File: config.mk
export PLATFORM = sky130hd
export DESIGN_NAME = lif_spike_arbiter
export DESIGN_NICKNAME = d
export VERILOG_FILES = /design/src/rtl/lif_spike_arbiter.sv
export SDC_FILE = /design/constraint.sdc
export NUM_CORES = 1
export LEC_CHECK = 0
export BUFFER_PORTS_ARGS = -buffer_cell sky130_fd_sc_hd__buf_2
export CORE_MARGIN = 1.5
export CORE_UTILIZATION = 54
export CTS_BUF_LIST = sky130_fd_sc_hd__clkbuf_2
export DETAILED_ROUTE_END_ITERATION = 10
export PLACE_DENSITY = 0.76
export SKIP_LAST_GASP = 1
export SLEW_MARGIN = 25
export SYNTH_ARGS = -nofsm -noshare
export SYNTH_HDL_FRONTEND = slang
export SYNTH_SLANG_ARGS = --single-unit
File: constraint.sdc
create_clock -name clk -period 6.7 [get_ports clk]
set_clock_uncertainty 0.1 [all_clocks]
set_input_delay 0.335 -clock clk [delete_from_list [all_inputs] [get_ports clk]]
set_output_delay 0.335 -clock clk [all_outputs]
set_load 0.01 [all_outputs]
File: src/rtl/lif_spike_arbiter.sv
// Round-robin AER serialiser for LIF spike pulses: one pending event per neuron, sticky overflow and drop counter.
// Define LIF_ARB_TIMESTAMP_EN to attach a capture timestamp (ev_ts) to every event.
module lif_spike_arbiter #(
    parameter int N_NEURONS = 8,
    parameter int ADDR_W    = 3,
    parameter int TS_W      = 16
) (
    input  logic                 clk,
    input  logic                 reset,
    input  logic                 en,
    input  logic [N_NEURONS-1:0] spike_in,
    output logic                 ev_valid,
    input  logic                 ev_ready,
    output logic [ADDR_W-1:0]    ev_addr,
    output logic [TS_W-1:0]      ev_ts,
    output logic                 busy,
    output logic                 overflow,
    output logic [7:0]           drop_count
);

    logic [N_NEURONS-1:0] pending;
    logic [ADDR_W-1:0]    rr_ptr;

    logic                 slot_free;
    logic                 grant;
    logic [ADDR_W-1:0]    sel;
    logic [ADDR_W-1:0]    rr_next;
    logic [N_NEURONS-1:0] grant_mask;
    logic [N_NEURONS-1:0] capture;
    logic [N_NEURONS-1:0] drops;
    logic [N_NEURONS-1:0] set_mask;
    logic [N_NEURONS-1:0] pending_next;
    logic [6:0]           n_drops;
    logic [9:0]           drop_sum;
    logic [7:0]           drop_next;

    // First requester at or after ptr, wrapping at N_NEURONS (not at 2**ADDR_W).
    function automatic logic [ADDR_W-1:0] rr_pick(input logic [N_NEURONS-1:0] req,
                                                 input logic [ADDR_W-1:0] ptr);
        logic [ADDR_W-1:0] pick;
        logic              found;
        int                idx;
        pick  = '0;
        found = 1'b0;
        for (int k = 0; k < N_NEURONS; k++) begin
            idx = (int'(ptr) + k) % N_NEURONS;
            if (!found && req[idx]) begin
                pick  = ADDR_W'(idx);
                found = 1'b1;
            end
        end
        return pick;
    endfunction

    function automatic logic [6:0] count_ones(input logic [N_NEURONS-1:0] bits);
        logic [6:0] c;
        c = '0;
        for (int i = 0; i < N_NEURONS; i++) begin
            c = c + 7'(bits[i]);
        end
        return c;
    endfunction

    assign slot_free = !ev_valid || ev_ready;
    assign grant     = slot_free && (|pending);
    assign sel       = rr_pick(pending, rr_ptr);
    assign rr_next   = (sel == ADDR_W'(N_NEURONS - 1)) ? '0 : sel + 1'b1;

    // A spike on a bit being granted this cycle re-arms it instead of counting as a drop.
    always_comb begin
        grant_mask   = '0;
        if (grant) begin
            grant_mask = {{(N_NEURONS-1){1'b0}}, 1'b1} << sel;
        end
        capture      = en ? spike_in : '0;
        drops        = capture & pending & ~grant_mask;
        set_mask     = capture & ~drops;
        pending_next = (pending & ~grant_mask) | capture;
        n_drops      = count_ones(drops);
        drop_sum     = {2'b00, drop_count} + {3'b000, n_drops};
        drop_next    = (drop_sum > 10'd255) ? 8'd255 : drop_sum[7:0];
    end

    always_ff @(posedge clk or negedge reset) begin
        if (!reset) begin
            pending    <= '0;
            rr_ptr     <= '0;
            ev_valid   <= 1'b0;
            ev_addr    <= '0;
            overflow   <= 1'b0;
            drop_count <= '0;
        end else begin
            pending <= pending_next;
            if (slot_free) begin
                ev_valid <= grant;
                if (grant) begin
                    ev_addr <= sel;
                    rr_ptr  <= rr_next;
                end
            end
            if (|drops) begin
                overflow   <= 1'b1;
                drop_count <= drop_next;
            end
        end
    end

    assign busy = (|pending) || ev_valid;

`ifdef LIF_ARB_TIMESTAMP_EN
    logic [TS_W-1:0] ts_counter;
    logic [TS_W-1:0] ts_store [N_NEURONS];

    // The stamp reflects the counter during the cycle the spike was presented.
    always_ff @(posedge clk or negedge reset) begin
        if (!reset) begin
            ts_counter <= '0;
            ev_ts      <= '0;
            for (int i = 0; i < N_NEURONS; i++) begin
                ts_store[i] <= '0;
            end
        end else begin
            ts_counter <= ts_counter + 1'b1;
            for (int i = 0; i < N_NEURONS; i++) begin
                if (set_mask[i]) begin
                    ts_store[i] <= ts_counter;
                end
            end
            if (grant) begin
                ev_ts <= ts_store[sel];
            end
        end
    end
`else
    logic unused_set_mask;
    assign unused_set_mask = ^set_mask;
    assign ev_ts           = '0;
`endif

endmodule

After elaboration in Yosys (flattened, before gate mapping)

Index checks and enable logic that the tools add are counted.

Register bits after elaboration: 24
Output and inout bits: 30
Logic and storage cells: 115

Add/sub/neg operators: 16
Reductions and logical operators: 28
Eq/ne operators: 1
Bitwise gates (word level): 12
$lt $le $gt $ge: 9
Shift operators: 1
Muxes and demuxes: 42

Operator list:

| cell                                               | count |
|---|---|
| < comparator 4 x 5 -> 1 bit, second input constant | 7 |
| two-way mux 3 bit                                  | 9 |
| AND 8 bit                                          | 3 |
| binary-select mux 1 bit (select 3 bit)             | 8 |
| two-way mux 8 bit                                  | 3 |
| two-way mux 1 bit                                  | 22 |
| OR reduction 3 bit                                 | 7 |
| OR reduction 8 bit                                 | 2 |
| adder 3 bit, second input constant                 | 4 |
| adder 8 x 7 -> 9 bit                               | 1 |
| > comparator 9 x 8 -> 1 bit, second input constant | 1 |
| logical AND 1 bit                                  | 8 |
| logical NOT 1 bit                                  | 8 |
| inverter 8 bit                                     | 1 |
| OR 8 bit                                           | 1 |
| << shifter 1 x 3 -> 8 bit, first input constant    | 1 |
| adder 6 x 1 -> 7 bit                               | 1 |
| adder 7 x 1 -> 7 bit                               | 1 |
| AND 1 bit, first input constant                    | 7 |
| adder 3 x 1 -> 3 bit, second input constant        | 2 |
| adder 3 x 2 -> 3 bit, second input constant        | 2 |
| adder 5 x 1 -> 6 bit                               | 1 |
| adder 4 x 1 -> 5 bit                               | 1 |
| adder 3 x 1 -> 4 bit                               | 1 |
| 6 further kinds                                    | 7 |

Longest topological paths before layout

Depth after elaboration: 40
Depth in mapped cells: 34
Gate-level depth less buffers: 31

Worst setup path after synthesis

Ideal clock, no wire load.

Kind: register to register
Start point: reg rr_ptr[0]
End point: reg drop_count[6]
Library setup time: 0.128 ns
Cell stages (with the launch flop): 34
Buffers on the path: 3
Setup slack: -0.298 ns
Arrival time: 6.771 ns
Cell sequence: dfrtp_1 buf_6 buf_2 inv_1 ha_1 clkbuf_1 mux4_1 mux2_2 a2111oi_0 inv_1 nand2_1 a21oi_1 a21o_1 inv_2 ha_1 nand2_1 and2_1 a31oi_1 nor2_1 fa_1 inv_1 fa_1 inv_1 fa_1 fa_1 inv_1 fa_1 nor2b_1 o21ai_0 nand2b_1 and2_1 nand2_1 a31oi_1 mux2_1

Word-level cells in the longest chain between the ends: 38
Elaborated cells between the ends (all ways): 74

Ends and longest elaborated chain:

| element                                                                        | line   | source |
|---|---|---|
| from (decl)                                                                    | 22     | `logic [ADDR_W-1:0] rr_ptr;` |
| from (signal assigned)                                                         | 98     | `rr_ptr <= rr_next;` |
| adder 3 x 1 -> 3 bit or binary-select mux 1 bit (select 3 bit) (tied branches) | 46, 47 |  |
| binary-select mux 1 bit (select 3 bit) or two-way mux 1 bit (tied branches)    | 47     | `if (!found && req[idx]) begin` |
| two-way mux 1 bit (not written as such)                                        | 47     |  |
| two-way mux 1 bit (not written as such) or logical NOT 1 bit (tied branches)   | 47     |  |
| logical AND 1 bit                                                              | 47     |  |
| two-way mux 1 bit                                                              | 47     |  |
| logical NOT 1 bit                                                              | 47     |  |
| logical AND 1 bit                                                              | 47     |  |
| (+16 left out)                                                                 | -      |  |
| via sel[0]                                                                     | 26     | `logic [ADDR_W-1:0] sel;` |
| (+6 left out)                                                                  | -      |  |
| adder 3 x 1 -> 4 bit                                                           | 59     | `c = c + 7'(bits[i]);` |
| adder 4 x 1 -> 5 bit                                                           | 59     |  |
| adder 5 x 1 -> 6 bit                                                           | 59     |  |
| adder 6 x 1 -> 7 bit                                                           | 59     |  |
| adder 7 x 1 -> 7 bit                                                           | 59     |  |
| adder 8 x 7 -> 9 bit                                                           | 80     | `drop_sum = {2'b00, drop_count} + {3'b000, n_drops};` |
| > comparator 9 x 8 -> 1 bit                                                    | 81     | `drop_next = (drop_sum > 10'd255) ? 8'd255 : drop_sum[7:0];` |
| two-way mux 8 bit                                                              | 81     |  |
| to (signal assigned)                                                           | 103    | `drop_count <= drop_next;` |
| to (decl)                                                                      | 18     | `output logic [7:0] drop_count` |

Mark *: on every way through the listed nets, which the timed path passes. The rest lies on a longest branch. The select of a mux whose other input is x is not followed.
A chain may end at the register's enable or synchronous reset.

Worst setup path in the final report

Ends and elaborated chain as after synthesis.

==> impl_metrics.prom <==
# TYPE chip_impl_metric gauge
chip_impl_metric{name="drt_first_pass_iters",unit=""} 5
chip_impl_metric{name="grt_use_met1",unit=""} 0.353
chip_impl_metric{name="grt_pass1_vias",unit=""} 2175
chip_impl_metric{name="portBuffers",unit=""} 25
chip_impl_metric{name="synth.cell_area",unit="um^2"} 2610
chip_impl_info{name="crit_type",value="flip-flop to flip-flop"} 1
chip_impl_metric{name="place.gp.congestion",unit=""} 0.913
chip_impl_metric{name="fraction_of_layout_instances_using_a_drive_strength_above_1",unit=""} 0.332
chip_impl_info{name="synth_top_family_by_area",value="simple AND/OR/NAND/NOR gates"} 1
chip_impl_metric{name="routed-via-count",unit=""} 2351
chip_impl_metric{name="drt-vias-per-instance",unit=""} 6.11
chip_impl_metric{name="final_core_util",unit=""} 0.661
chip_impl_metric{name="layout.filler_cells",unit=""} 364
chip_impl_metric{name="initial_core_util",unit=""} 0.557
chip_impl_metric{name="timing.final.hold_violations",unit=""} 0
chip_impl_info{name="hold_class",value="input pin to flip-flop"} 1
chip_impl_metric{name="synth.top_cell.area_share",unit=""} 0.230
chip_impl_info{name="worst_setup_path_end_kind",value="flip-flop"} 1
chip_impl_metric{name="grt_first_pass_wirelength",unit="um"} 10700
chip_impl_metric{name="detail_route.iter0.violations",unit=""} 281
chip_impl_metric{name="timing.critical_path.required",unit="ps"} 6880
chip_impl_metric{name="syn_to_final_growth",unit="%"} 18.6
chip_impl_info{name="grt_setup_unrepaired",value="no"} 1
chip_impl_metric{name="antenna_left",unit=""} 0
chip_impl_metric{name="ys_seq_elements",unit=""} 24
chip_impl_metric{name="clk_transition_reported_paths",unit="ps"} 260
chip_impl_metric{name="global_route.usage.met2",unit=""} 0.449
chip_impl_metric{name="avgSynthCellArea",unit="um^2"} 9.04
chip_impl_metric{name="grt_start_max_net_pins",unit=""} 25
chip_impl_metric{name="dieArea",unit="um^2"} 5270
chip_impl_metric{name="maxSlewViolCount",unit=""} 0
chip_impl_info{name="yosys.cell_count.top_type",value="sky130_fd_sc_hd__nand2_1"} 1
chip_impl_metric{name="cts_max_level",unit=""} 1
chip_impl_metric{name="design.final.nets",unit=""} 363
chip_impl_metric{name="yosysWarningCount",unit=""} 0
chip_impl_info{name="synthTopCellsByArea",value="sky130_fd_sc_hd__dfrtp_1 (23%), sky130_fd_sc_hd__mux4_2 (6.9%), sky130_fd_sc_hd__ha_1 (6.7%)"} 1
chip_impl_metric{name="worst_pin_slew",unit="ps"} 645
chip_impl_metric{name="synth_cells",unit=""} 289
chip_impl_metric{name="cts_sinks",unit=""} 24
chip_impl_metric{name="drv.max_cap_violation_count",unit=""} 0
chip_impl_metric{name="die_width",unit="um"} 72.6
chip_impl_metric{name="cp_data_arrival_time",unit="ps"} 6640
chip_impl_info{name="yosys-top-cells-count",value="sky130_fd_sc_hd__nand2_1 (29), sky130_fd_sc_hd__dfrtp_1 (24), sky130_fd_sc_hd__a21oi_1 (18)"} 1
chip_impl_metric{name="highest_clock_frequency_the_design_can_meet",unit="MHz"} 155
chip_impl_metric{name="synth_compound_gate_area_share",unit=""} 0.177
chip_impl_metric{name="adder_and_majority_cell_fraction_of_the_synthesized_area",unit=""} 0.105
chip_impl_metric{name="clock_path_buffers",unit=""} 2
chip_impl_metric{name="synth-edff-count",unit=""} 0
chip_impl_metric{name="post_synth_mux_area_share",unit=""} 0.169
chip_impl_info{name="start_kind",value="flip-flop"} 1
chip_impl_metric{name="global_route.usage.total",unit=""} 0.260
chip_impl_metric{name="i_o_pin_count",unit=""} 42
chip_impl_info{name="cts.root.buffer_cell",value="sky130_fd_sc_hd__clkbuf_2"} 1
chip_impl_metric{name="postSynth.asyncResetShare",unit=""} 1.00
chip_impl_metric{name="rows",unit=""} 25
chip_impl_metric{name="worstPathMaxFanout",unit=""} 7
chip_impl_metric{name="fp.coreArea",unit="um^2"} 4690
chip_impl_metric{name="worstSkewPairLatency",unit="ps"} 380
chip_impl_metric{name="route.detailed.wl_per_inst",unit="um"} 17.4
chip_impl_metric{name="cp_slowest_stage_delay",unit="ps"} 510
chip_impl_metric{name="netlist-cell-type-count",unit=""} 61
chip_impl_metric{name="max-vdd-ir-drop",unit="mV"} 0.418
chip_impl_metric{name="grt_antenna_before_repair",unit=""} 0
chip_impl_metric{name="finalSetupViolCount",unit=""} 0
chip_impl_metric{name="cts_inserted_buffers",unit=""} 3
chip_impl_metric{name="period_minus_slack",unit="ps"} 6460
chip_impl_metric{name="multi_input_area",unit="um^2"} 1930
chip_impl_metric{name="seqCellArea",unit="um^2"} 602
chip_impl_metric{name="share_of_the_cycle_needed_by_the_critical_path_after_routing",unit=""} 0.965
chip_impl_metric{name="synth_simple_gate_area_frac",unit=""} 0.205
chip_impl_metric{name="hold_slack",unit="ps"} 34.3
chip_impl_metric{name="post-route-drc-count",unit=""} 0
chip_impl_metric{name="power_density",unit="nW/um^2"} 610
chip_impl_info{name="synth_area_leader_cell",value="sky130_fd_sc_hd__dfrtp_1"} 1
chip_impl_metric{name="use_met3",unit=""} 0.00967
chip_impl_info{name="top_usage_layer",value="met2"} 1
chip_impl_metric{name="globalRoute.totalOverflow",unit=""} 0
chip_impl_info{name="outcome",value="finished clean"} 1
chip_impl_info{name="cts_tree",value="yes"} 1
chip_impl_metric{name="hpwl",unit="um"} 4670
chip_impl_metric{name="die_height",unit="um"} 72.6
chip_impl_metric{name="postRouteWirelength",unit="um"} 6690
chip_impl_metric{name="synth.yosys.seq_area_share",unit=""} 0.230
chip_impl_metric{name="num_antenna_cells",unit=""} 0
chip_impl_metric{name="relSlewSlack",unit=""} 0.570
chip_impl_metric{name="power.static_leakage",unit="uW"} 0.00132
chip_impl_info{name="synthFlopType",value="sky130_fd_sc_hd__dfrtp_1"} 1
chip_impl_info{name="slowest_stage_cell_cp",value="sky130_fd_sc_hd__fa_1"} 1
chip_impl_metric{name="post_synth_xor_area_fraction",unit=""} 0.0134
## sequential cells by signal, indices dropped and copies added, names as in the netlist
register    cells
drop_count      8
overflow        1
pending         8
rr_ptr          3
ev_valid        1
ev_addr         3
## what timing repair did
item / 4_1_cts / 5_1_grt
resized for setup: 12 / 21
hold buffers: 1 / 0
pin swaps: 1 / 14
gates cloned: 0 / 1
buffers inserted: 3 / 8
hold endpoints to repair: 24 / 0
setup endpoints to repair: 8 / 8
## worst max-delay path, delay by kind of cell (launching register included)
kind | cells | cell delay [ps]
flops | 1 | 470
compound gates | 5 | 770
fa+ha+maj | 7 | 2550
buf+inv | 6 | 480
mux | 3 | 1000
simple gates | 6 | 990
## layer usage
metal | vias up | wire length, um
met5 | - | 0
li1 | 1105 | -
met4 | 0 | 178
met3 | 19 | 290
met2 | 78 | 3490
met1 | 1149 | 2730
## where the power goes
group / total, uW / internal [uW] / switching (uW)
combinational: 1480 / 733 / 752
clock: 100 / 51.4 / 48.9
sequential: 306 / 210 / 96.4
## logic make-up (layout without fill, tap and decap cells)
kind of cell	after synthesis	in the layout
and+or+nand+nor	100	100
AOI/OAI and AO/OA	64	64
buffers and inverters	48	75
muxes	29	29
DFF	24	24
adders and majority gates	19	19
xor gates and xnor gates	4	4
other	1	16
## metrics by stage
| step | power (uW) | cells | setup WS (ps) | area, um^2 | setup TNS, ps |
|---|---|---|---|---|---|
| final | 1890 | 385 | 236 | 3100 | 0 |
| after global routing | 2050 | 385 | 4.15 | 3100 | 0 |
| after CTS | 1730 | 376 | 11.2 | 2930 | 0 |
| after detailed placement | 1560 | 368 | -103 | 2810 | -531 |
| after global placement | 1530 | 368 | 117 | 2810 | 0 |
| after floorplan | 1240 | 304 | 6.17 | 2690 | 0 |
## area by class of cell
| type | instances | area share |
|---|---|---|
| Timing Repair Buffer | 55 | 0.128 |
| Clock inverter | 1 | 0.00969 |
| Tap cell | 54 | 0.0218 |
| Inverter | 16 | 0.0194 |
| Clock buffer | 3 | 0.00484 |
| Multi-Input combinational cell | 232 | 0.623 |
| Sequential cell | 24 | 0.194 |
## final timing paths
path                                       start                         to  slack [ps]  depth (start not counted)
min in group asynchronous                  reset       pending[2]$_DFF_PN0_         320                          2
hold reg to reg             overflow$_DFFE_PN0P_       overflow$_DFFE_PN0P_         410                          1
setup / recovery           rr_ptr[0]$_DFFE_PN0P_  drop_count[6]$_DFFE_PN0P_         240                         27
setup reg to reg           rr_ptr[0]$_DFFE_PN0P_  drop_count[6]$_DFFE_PN0P_         240                         27
max in group asynchronous                  reset  drop_count[1]$_DFFE_PN0P_        5790                          2
hold / removal                       spike_in[0]       pending[0]$_DFF_PN0_          30                          3
## layout by cell type, fill, tap and decap left out, types with 6 or more instances in the layout
master	Yosys	layout
sky130_fd_sc_hd__nand2_1	29	28
sky130_fd_sc_hd__buf_4	16	26
sky130_fd_sc_hd__buf_2	3	25
sky130_fd_sc_hd__dfrtp_1	24	23
sky130_fd_sc_hd__a21oi_1	18	18
sky130_fd_sc_hd__conb_1	1	16
sky130_fd_sc_hd__nor2_1	17	15
sky130_fd_sc_hd__ha_1	14	12
sky130_fd_sc_hd__inv_1	13	10
sky130_fd_sc_hd__mux4_2	8	9
sky130_fd_sc_hd__nand2b_1	9	9
sky130_fd_sc_hd__mux2_1	8	7
sky130_fd_sc_hd__o21ai_1	4	7
sky130_fd_sc_hd__inv_2	3	6
sky130_fd_sc_hd__nand4_1	6	6
sky130_fd_sc_hd__nor2b_1	7	6
Note: power is estimated with default switching activity, not from simulation.
